File: src/rtl/regfile_16x20_pkg.sv
// Shared defaults and address type for the 16x20 register file with issue scoreboard.
// Optional same-cycle write bypass is enabled by defining REGFILE_BYPASS_EN.
package regfile_16x20_pkg;

  localparam int WIDTH_DEF = 20;
  localparam int DEPTH_DEF = 16;
  localparam int AW_DEF    = 4;

  typedef logic [AW_DEF-1:0] reg_addr_t;

endpackage : regfile_16x20_pkg

File: src/rtl/regfile_scoreboard.sv
// Pending-bit scoreboard: one bit per register, set on issue (mark), cleared on write-back.
module regfile_scoreboard
  import regfile_16x20_pkg::*;
#(
  parameter int DEPTH = DEPTH_DEF,
  parameter int AW    = AW_DEF
) (
  input  logic             clk,
  input  logic             rst,
  input  logic             wr_en,
  input  logic [AW-1:0]    wr_addr,
  input  logic             mark_en,
  input  logic [AW-1:0]    mark_addr,
  output logic [DEPTH-1:0] pending,
  output logic             busy_any
);

  // NOTE: non-blocking assignments to the same bit resolve to the last one
  // written, so placing the mark after the clear makes the new producer win.
  always_ff @(posedge clk or posedge rst) begin
    if (rst) begin
      pending <= '0;
    end else begin
      if (wr_en)   pending[wr_addr]   <= 1'b0;
      if (mark_en) pending[mark_addr] <= 1'b1;
    end
  end

  assign busy_any = |pending;

endmodule : regfile_scoreboard

File: src/rtl/regfile_16x20.sv
// 16x20 register file with two combinational read ports and a pending-write scoreboard.
// Define REGFILE_BYPASS_EN to forward same-cycle write data (and clear busy) onto the read ports.
module regfile_16x20
  import regfile_16x20_pkg::*;
#(
  parameter int WIDTH = WIDTH_DEF,
  parameter int DEPTH = DEPTH_DEF,
  parameter int AW    = AW_DEF
) (
  input  logic             clk,
  input  logic             rst,
  input  logic             wr_en,
  input  logic [AW-1:0]    wr_addr,
  input  logic [WIDTH-1:0] wr_data,
  input  logic             mark_en,
  input  logic [AW-1:0]    mark_addr,
  input  logic [AW-1:0]    ra_addr,
  output logic [WIDTH-1:0] ra_data,
  output logic             ra_busy,
  input  logic [AW-1:0]    rb_addr,
  output logic [WIDTH-1:0] rb_data,
  output logic             rb_busy,
  output logic             busy_any
);

  logic [WIDTH-1:0] regs [DEPTH];
  logic [DEPTH-1:0] pending;

  // NOTE: the array is reset deliberately -- reads must return 0 after reset,
  // which rules out mapping it onto a RAM macro without reset.
  always_ff @(posedge clk or posedge rst) begin
    if (rst) begin
      for (int i = 0; i < DEPTH; i++) regs[i] <= '0;
    end else if (wr_en) begin
      regs[wr_addr] <= wr_data;
    end
  end

  regfile_scoreboard #(
    .DEPTH (DEPTH),
    .AW    (AW)
  ) u_scoreboard (
    .clk       (clk),
    .rst       (rst),
    .wr_en     (wr_en),
    .wr_addr   (wr_addr),
    .mark_en   (mark_en),
    .mark_addr (mark_addr),
    .pending   (pending),
    .busy_any  (busy_any)
  );

  // NOTE: every output gets a default first so no path through this block infers a latch.
  always_comb begin
    ra_data = regs[ra_addr];
    rb_data = regs[rb_addr];
    ra_busy = pending[ra_addr];
    rb_busy = pending[rb_addr];
`ifdef REGFILE_BYPASS_EN
    // A write that is being reset away has nothing to forward.
    if (wr_en && !rst && (wr_addr == ra_addr)) begin
      ra_data = wr_data;
      ra_busy = 1'b0;
    end
    if (wr_en && !rst && (wr_addr == rb_addr)) begin
      rb_data = wr_data;
      rb_busy = 1'b0;
    end
`endif
  end

endmodule : regfile_16x20

File: config.mk
export PLATFORM = sky130hd
export DESIGN_NAME = regfile_16x20
export DESIGN_NICKNAME = d
export VERILOG_FILES = /design/src/rtl/regfile_16x20_pkg.sv /design/src/rtl/regfile_scoreboard.sv /design/src/rtl/regfile_16x20.sv
export SDC_FILE = /design/constraint.sdc
export NUM_CORES = 1
export LEC_CHECK = 0
export BUFFER_PORTS_ARGS = -buffer_cell sky130_fd_sc_hd__buf_4
export CAP_MARGIN = 20
export CORE_ASPECT_RATIO = 0.7
export CORE_MARGIN = 2
export CORE_UTILIZATION = 40
export CTS_CLUSTER_DIAMETER = 100
export DETAILED_ROUTE_END_ITERATION = 8
export SLEW_MARGIN = 20
export SYNTH_ARGS = -nofsm -noshare
export SYNTH_HDL_FRONTEND = slang
export SYNTH_SLANG_ARGS = --single-unit
File: constraint.sdc
create_clock -name clk -period 22 [get_ports clk]
set_clock_uncertainty 0.2 [all_clocks]
set_input_delay 4.4 -clock clk [delete_from_list [all_inputs] [get_ports clk]]
set_output_delay 4.4 -clock clk [all_outputs]
set_load 0.02 [all_outputs]
# Yosys cells after proc, flatten, opt, wreduce, memory -nomap -nowiden
# Cells that the tools add are included.
# classes
addsub,0
n_mul,0
n_div,0
order_cmp,10
n_eq_ne,0
n_shift,0
mux,19
bitwise_logic,6
reduce_logical,4
# op_table
op,n
$bwmux 320,1
$bmux 20 s4,2
$mux 20,5
$demux 20 s4,1
$mux 16,2
$lt 4x5->1 const B,4
$and 16x16->16,1
$not 16->16,1
$or 16x16->16,1
$reduce_or 16->1,1
$ge 5x5->1 const B,3
$not 4->5,3
$bmux 1 s4,2
$demux 1 s4,2
$ge 4x1->1 const B,2
$lt 5x1->1 const B,1
$mux 1,4
$logic_and 1x1->1,3
# totals
ff_bits,336
latchBits,0
ramBits,0
romBits,0
input_bits,40
output_inout_bits,43
memories,0

# Logic depth before layout (Yosys ltp)
# Gate-level depths: netlist of the first run.
# logic_depth
word_depth,9
depth_mapped,6
depth_no_buf,3

# Hierarchy
# A second synthesis of the first run with hierarchy kept.
# hier_totals
hier_cells,1144
area_unflattened_um2,17621.9
# by_module_without_submodules
mod,n_inst,cells_per_inst,area_each_um2,seq_area_each_um2
regfile_16x20,1,1071,16902.5,8007.7
regfile_scoreboard,1,73,719.4,400.4

# Least setup slack after synthesis of the first run
# Ideal clock, no wire load.
# synth_timing
path_kind,input-to-output
from,input port ra_addr[0]
to,output port ra_data[10]
t_arrival_ns,5.690
t_required_ns,17.400
slack_ns,11.710
stages,5
n_path_buf,2
path_cell_list,buf_4 -> buf_2 -> mux4_2 -> a22oi_1 -> nand2_1
# synth_via
elab_chain_cells,4
# synth_lines
item,line,text
"start, declared",regfile_16x20.sv:17,"input logic [AW-1:0] ra_addr,"
$not 4->5 (not written as such),regfile_16x20.sv:55,ra_data = regs[ra_addr];
$bmux 20 s4,regfile_16x20.sv:55,
$mux 20 (not written as such) (2 in a row),regfile_16x20.sv:55,
"end, declared",regfile_16x20.sv:18,"output logic [WIDTH-1:0] ra_data,"
# Every way passes these cells. The select of a mux whose other input is x is not followed.

# Final worst setup path of the first run
# layout_timing
from,input port rb_addr[0]
to,output port rb_data[1]
# layout_via
elab_chain_cells,4
# layout_lines
item,line,text
"start, declared",regfile_16x20.sv:20,"input logic [AW-1:0] rb_addr,"
$not 4->5 (not written as such),regfile_16x20.sv:56,rb_data = regs[rb_addr];
$bmux 20 s4,regfile_16x20.sv:56,
$mux 20 (not written as such) (2 in a row),regfile_16x20.sv:56,
"end, declared",regfile_16x20.sv:21,"output logic [WIDTH-1:0] rb_data,"
# Every way passes these cells. The select of a mux whose other input is x is not followed.

==> flow_summary_export.csv, run 1 <==
group,metric,value,unit
status,outcome,"finished, final reports clean",
synth,synth_fp_nets,1176,
layout,synthToLayoutAreaGrowth,14.19,%
clock_network,cts_resized,0,
sta,worstMarginPinSlew,1164,ps
floorplan,start_util,40.56,%
global_routing,grt_first_pass_wirelength,76.76,mm
sta,min_period,11480,ps
synth,yosysWarnings,0,
clock_network,postCtsSetupRepairBufs,0,
drt,drt_iter0_markers,946,
placed_design,dp_hpwl,28.26,mm
synth,synth_compound_area_share,4.339,%
placed_design,portBuffers,82,
sta,hold_violations,0,
sta,whs,311.1,ps
clock_network,clock_latency,520,ps
layout,design_area,20250,um2
pwr,peakVddDrop,47.15,uV
clock_network,cts_tree,"done",
floorplan,core,43720,um2
sta,timing.slew.headroom,22.23,%
sta,max_clock_freq,0.08709,GHz
synth,synthMuxAreaShare,42.46,%
drt,antenna_left,0,
setup_path,cp_max_fo,44,
global_routing,gr-total-overflow,0,
synth,synth-seq-cells,336,
drt,drtPass1Iterations,5,
layout,layout_commonest_cell,"dfrtp_1",
global_routing,grt_pass1_vias,11380,
clock_network,clkTransAtPathRegs,50,ps
clock_network,htreeDepth,2,
clock_network,ctsRootBufferMaster,"clkbuf_16",
setup_path,critPathCaptureType,"primary output",
sta,fin_crit_sh,52.19,%
synth,dominantRegCellSynth,"dfrtp_1",
layout,drive_gt1_share,54.64,%
drt,drc,0,
layout,finalNetCount,1218,
synth,netlist_area,17730,um2
setup_path,critPathArrivalTime,6880,ps
global_routing,grt_max_degree,123,
drt,routed_wirelength,50.74,mm
sta,rsz0062_at_grt,"no",
job,maxCapViolations,0,
setup_path,crit_required,17400,ps
synth,synth_fa_ha_area_share,0,%
sta,slew_viol_final,0,
setup_path,r2r_slack,20990,ps
setup_path,crit_type,"input pin to primary output",
synth,synth_xor_area_share,0,%
floorplan,die_x,255.7,um
clock_network,cts.sinks,336,
drt,vias,10950,
clock_network,ctsLongestPathBuffers,3,
synth,synthArstFlopShare,100.0,%
placed_design,place_ws,10450,ps
synth,yosys.area_share.simple,2.632,%
worst_hold_path,hold_path.class,"flip-flop to flip-flop",
sta,setup_violations,0,
global_routing,antenna_found_initial,8,
synth,ys_seq_area_share,47.41,%
pwr,p_leak,8.536,nW
synth,synth.avg_cell_area,15.61,um2
pwr,pwr_density_cell,100.3,nW/um2
placed_design,place_area,18840,um2
drt,avgRoutedWirePerCell,28.16,um
setup_path,start_kind,"input pin",
floorplan,die_y,180.2,um
drt,vias_per_cell,6.075,
sta,fin_tns_setup,0,ps
floorplan,rows,64,
synth,synth.distinct_cells,37,
sta,setup_ws,10520,ps
floorplan,dieArea,46060,um2
synth,synth_top_family_by_area,"multiplexers",
floorplan,io_pins,83,
synth,synthCells,1136,
placed_design,place_congestion,0.7767,
global_routing,grt_usage,22.35,%
synth,synth_edf_count,0,
clock_network,hold_buffers,0,
layout,layout_common_cells,"336 x dfrtp_1, 260 x mux2_2, 168 x mux4_2",
clock_network,cts_buffers,38,
==> layout make-up <==
| type | count | area [um2] |
|---|---|---|
| Antenna cell | 2 | 5.005 |
| Clock buffer | 53 | 1171 |
| Clock inverter | 15 | 203.9 |
| Fill cell | 3783 | 23470 |
| Inverter | 9 | 41.29 |
| Multi-Input combinational cell | 686 | 8847 |
| Sequential cell | 336 | 8408 |
| Tap cell | 594 | 743.2 |
| Timing Repair Buffer | 107 | 830.8 |
==> Yosys cell counts (2+ instances only) <==
cell type | count | area (um2)
dfrtp_1 | 336 | 8408
mux2_2 | 260 | 2928
mux4_2 | 168 | 3784
a22oi_1 | 84 | 630.6
buf_2 | 49 | 245.2
nand2_1 | 49 | 183.9
clkbuf_1 | 39 | 146.4
mux2_4 | 38 | 570.6
mux2_1 | 22 | 247.7
buf_4 | 11 | 82.58
inv_1 | 9 | 33.78
nor2_1 | 9 | 33.78
o21ai_0 | 8 | 40.04
nand3_1 | 5 | 25.02
nor2b_1 | 5 | 31.28
buf_6 | 4 | 45.04
nor3_1 | 4 | 20.02
nor4_1 | 4 | 25.02
a32o_1 | 3 | 30.03
nand3b_1 | 3 | 22.52
o22ai_1 | 3 | 18.77
a21o_1 | 2 | 15.01
and2_1 | 2 | 12.51
buf_1 | 2 | 7.510
nand2b_1 | 2 | 12.51
nor3b_1 | 2 | 15.01
o2bb2ai_1 | 2 | 17.52
o32ai_1 | 2 | 17.52
==> per-stage QoR <==
step                      power (W)  utilization, %  instances
after floorplan            0.001205               -       1136
after global placement     0.001328           43.10       1731
after detailed placement   0.001344           43.10       1731
after CTS                  0.002042           46.24       1799
after global routing       0.002120           46.31       1801
final                      0.002030           46.32       1802
==> critical path, stage by stage <==
cell and delay, ps:
buf_6 490, buf_4 790, mux4_2 600, a22oi_1 200
nand2_1 140, buf_4 180
==> metal layers <==
layer | up-vias | track usage, % | wire length [um]
li1 | 4539 | - | -
met5 | - | 0 | 70
met4 | 10 | 7.509 | 1580
met2 | 402 | 35.57 | 23930
met1 | 5887 | 30.26 | 21550
met3 | 110 | 5.387 | 3612
==> report_power, final <==
group	internal [W]	switching (W)
combinational	0.000285	0.000182
sequential	0.000763	0.000106
clock	0.000430	0.000264
total	0.00148	0.000552
==> cell families after synthesis <==
| logic type | after synthesis |
|---|---|
| AND/OR/NAND/NOR | 94 |
| flip-flops | 336 |
| multiplexers | 488 |
| AO/OA/AOI/OAI | 104 |
| buffers and inverters | 114 |
==> state kept, by name, summed over array words and instances, names as in the netlist <==
signal and flops:
u_scoreboard.pending 16, regs 320
==> worst paths after layout <==
path,startpoint,depth (start not counted),end
setup / recovery,rb_addr[0],6,rb_data[1]
hold / removal,regs[107]$_DFFE_PP0P_,1,regs[107]$_DFFE_PP0P_
setup reg to reg,regs[119]$_DFFE_PP0P_,1,regs[119]$_DFFE_PP0P_
hold reg to reg,regs[107]$_DFFE_PP0P_,1,regs[107]$_DFFE_PP0P_
max in group asynchronous,rst,3,regs[0]$_DFFE_PP0P_
min in group asynchronous,rst,2,regs[47]$_DFFE_PP0P_
No activity file was read; power rests on OpenSTA's default activity.
==> inputs of run 2 (changes only) <==
==> constraint.sdc (replaced) <==
create_clock -name clk -period 12 [get_ports clk]
set_clock_uncertainty 0.2 [all_clocks]
set_input_delay 2.4 -clock clk [delete_from_list [all_inputs] [get_ports clk]]
set_output_delay 2.4 -clock clk [all_outputs]
set_load 0.02 [all_outputs]
==> flow_summary_export.csv, run 2 (synthesis gave the netlist of run 1 again) <==
group,metric,value,unit
status,outcome,"finished, final reports clean",
global_routing,grt_pass1_vias,11460,
floorplan,rows,64,
drt,drc,0,
placed_design,place_congestion,0.7870,
sta,min_period,7479,ps
setup_path,critPathMaxStageDelay,760,ps
sta,whs,314.7,ps
clock_network,cts_resized,0,
clock_network,postCtsSetupRepairBufs,0,
layout,drive_gt1_share,53.94,%
setup_path,start_kind,"input pin",
drt,drtPass1Iterations,5,
sta,hold_violations,0,
sta,fin_crit_sh,62.33,%
clock_network,ctsLongestPathBuffers,3,
setup_path,slowest_stage,"buf_4",
setup_path,path_cells,"buf_6 -> buf_4 -> mux4_2 -> a22oi_1 -> nand2_1 -> buf_4",
worst_hold_path,hold_path.class,"flip-flop to flip-flop",
floorplan,io_pins,83,
global_routing,grt_max_degree,120,
clock_network,htreeDepth,2,
placed_design,dp_hpwl,28.44,mm
sta,setup_ws,4521,ps
layout,largest_register,"regs",
setup_path,r2r_slack,10980,ps
sta,timing.slew.headroom,21.73,%
sta,max_clock_freq,0.1337,GHz
floorplan,die_y,180.2,um
clock_network,cts.sinks,336,
worst_hold_path,min_from,"regs[113]$_DFFE_PP0P_",
job,maxCapViolations,0,
worst_hold_path,whs_path_depth,1,
global_routing,antenna_found_initial,5,
clock_network,cts_tree,"done",
pwr,peakVddDrop,84.76,uV
pwr,p_leak,8.470,nW
sta,worstMarginPinSlew,1171,ps
sta,rsz0062_at_grt,"no",
pwr,pwr_density_cell,181.3,nW/um2
pwr,total_power,0.003649,W
setup_path,critPathArrivalTime,4880,ps
drt,vias_per_cell,6.040,
drt,routed_wirelength,50.94,mm
floorplan,start_util,40.56,%
setup_path,r2r_end,"regs[102]$_DFFE_PP0P_",
sta,fin_tns_setup,0,ps
setup_path,path_common_cell,"buf_4",
clock_network,clock_latency,530,ps
floorplan,core,43720,um2
clock_network,clkTransAtPathRegs,60,ps
setup_path,rr_worst_depth,1,
setup_path,cp_max_fo,44,
layout,layout_commonest_cell,"dfrtp_1",
clock_network,cts_buffers,38,
setup_path,r2r_start,"regs[102]$_DFFE_PP0P_",
floorplan,dieArea,46060,um2
setup_path,crit_required,9400,ps
layout,largestRegisters,"regs (320), u_scoreboard.pending (16)",
layout,synthToLayoutAreaGrowth,13.47,%
layout,finalNetCount,1217,
clock_network,hold_buffers,0,
setup_path,critPathCaptureType,"primary output",
floorplan,die_x,255.7,um
layout,layout_common_cells,"336 x dfrtp_1, 260 x mux2_2, 168 x mux4_2",
global_routing,gr-total-overflow,0,
global_routing,grt_usage,22.60,%
sta,setup_violations,0,
clock_network,ctsRootBufferMaster,"clkbuf_16",
drt,drt_iter0_markers,927,
worst_hold_path,whs_endpoint,"regs[113]$_DFFE_PP0P_",
setup_path,crit_type,"input pin to primary output",
drt,vias,10880,
sta,slew_viol_final,0,
drt,avgRoutedWirePerCell,28.27,um
placed_design,place_ws,4434,ps
placed_design,portBuffers,82,
drt,antenna_left,0,
layout,largest_reg_flops,320,
global_routing,grt_first_pass_wirelength,77.48,mm
## run 2: per-layer routing
metal  share of wire, %  vias to the layer above  GRT usage, %  wire (um)
li1                   -                     4531             -          -
met1                 42                     5878         30.10      21260
met2                 48                      356         36.68      24500
met3                6.7                      111         5.176       3397
met4                3.4                        8         7.743       1727
met5               0.11                        -             0         55
## run 2: power by group
part	internal [W]	switching (W)
Sequential	0.00140	0.000197
Combinational	0.000523	0.000334
Clock	0.000717	0.000481
Total	0.00264	0.00101
## run 2: area by class of cell
class | instances | area (um2)
inverters | 9 | 41.29
multi-input cells | 686 | 8847
diodes | 1 | 2.502
clock buffers | 60 | 1177
clock inverters | 10 | 100.1
flip-flops and latches | 336 | 8408
well taps | 594 | 743.2
repair buffers | 106 | 803.3
fillers | 3849 | 23600
## run 2: worst max-delay path by stage
stage	start	end	slack [ps]	cells after the start
3_5_place_dp	rb_addr[0]	rb_data[1]	4430	6
5_1_grt	rb_addr[0]	rb_data[18]	4290	6
2_1_floorplan	rst	regs[0]$_DFFE_PP0P_	90	1
6_report	rb_addr[0]	rb_data[1]	4520	6
3_3_place_gp	rb_addr[0]	rb_data[1]	4410	6
4_1_cts	rb_addr[0]	rb_data[1]	4430	6
## run 2: per-stage QoR
stage,utilization [%],cells,cell area [um2]
CTS,46.02,1801,20120
floorplan,-,1136,17730
global placement,43.10,1731,18840
global route,46.02,1801,20120
detailed placement,43.10,1731,18840
finish,46.03,1802,20120
## run 2: worst max-delay path: cells and delay by family
kind / cells / cell delay (ps)
buf+inv: 3 / 1430
mux: 1 / 590
compound gates: 1 / 250
simple gates: 1 / 140
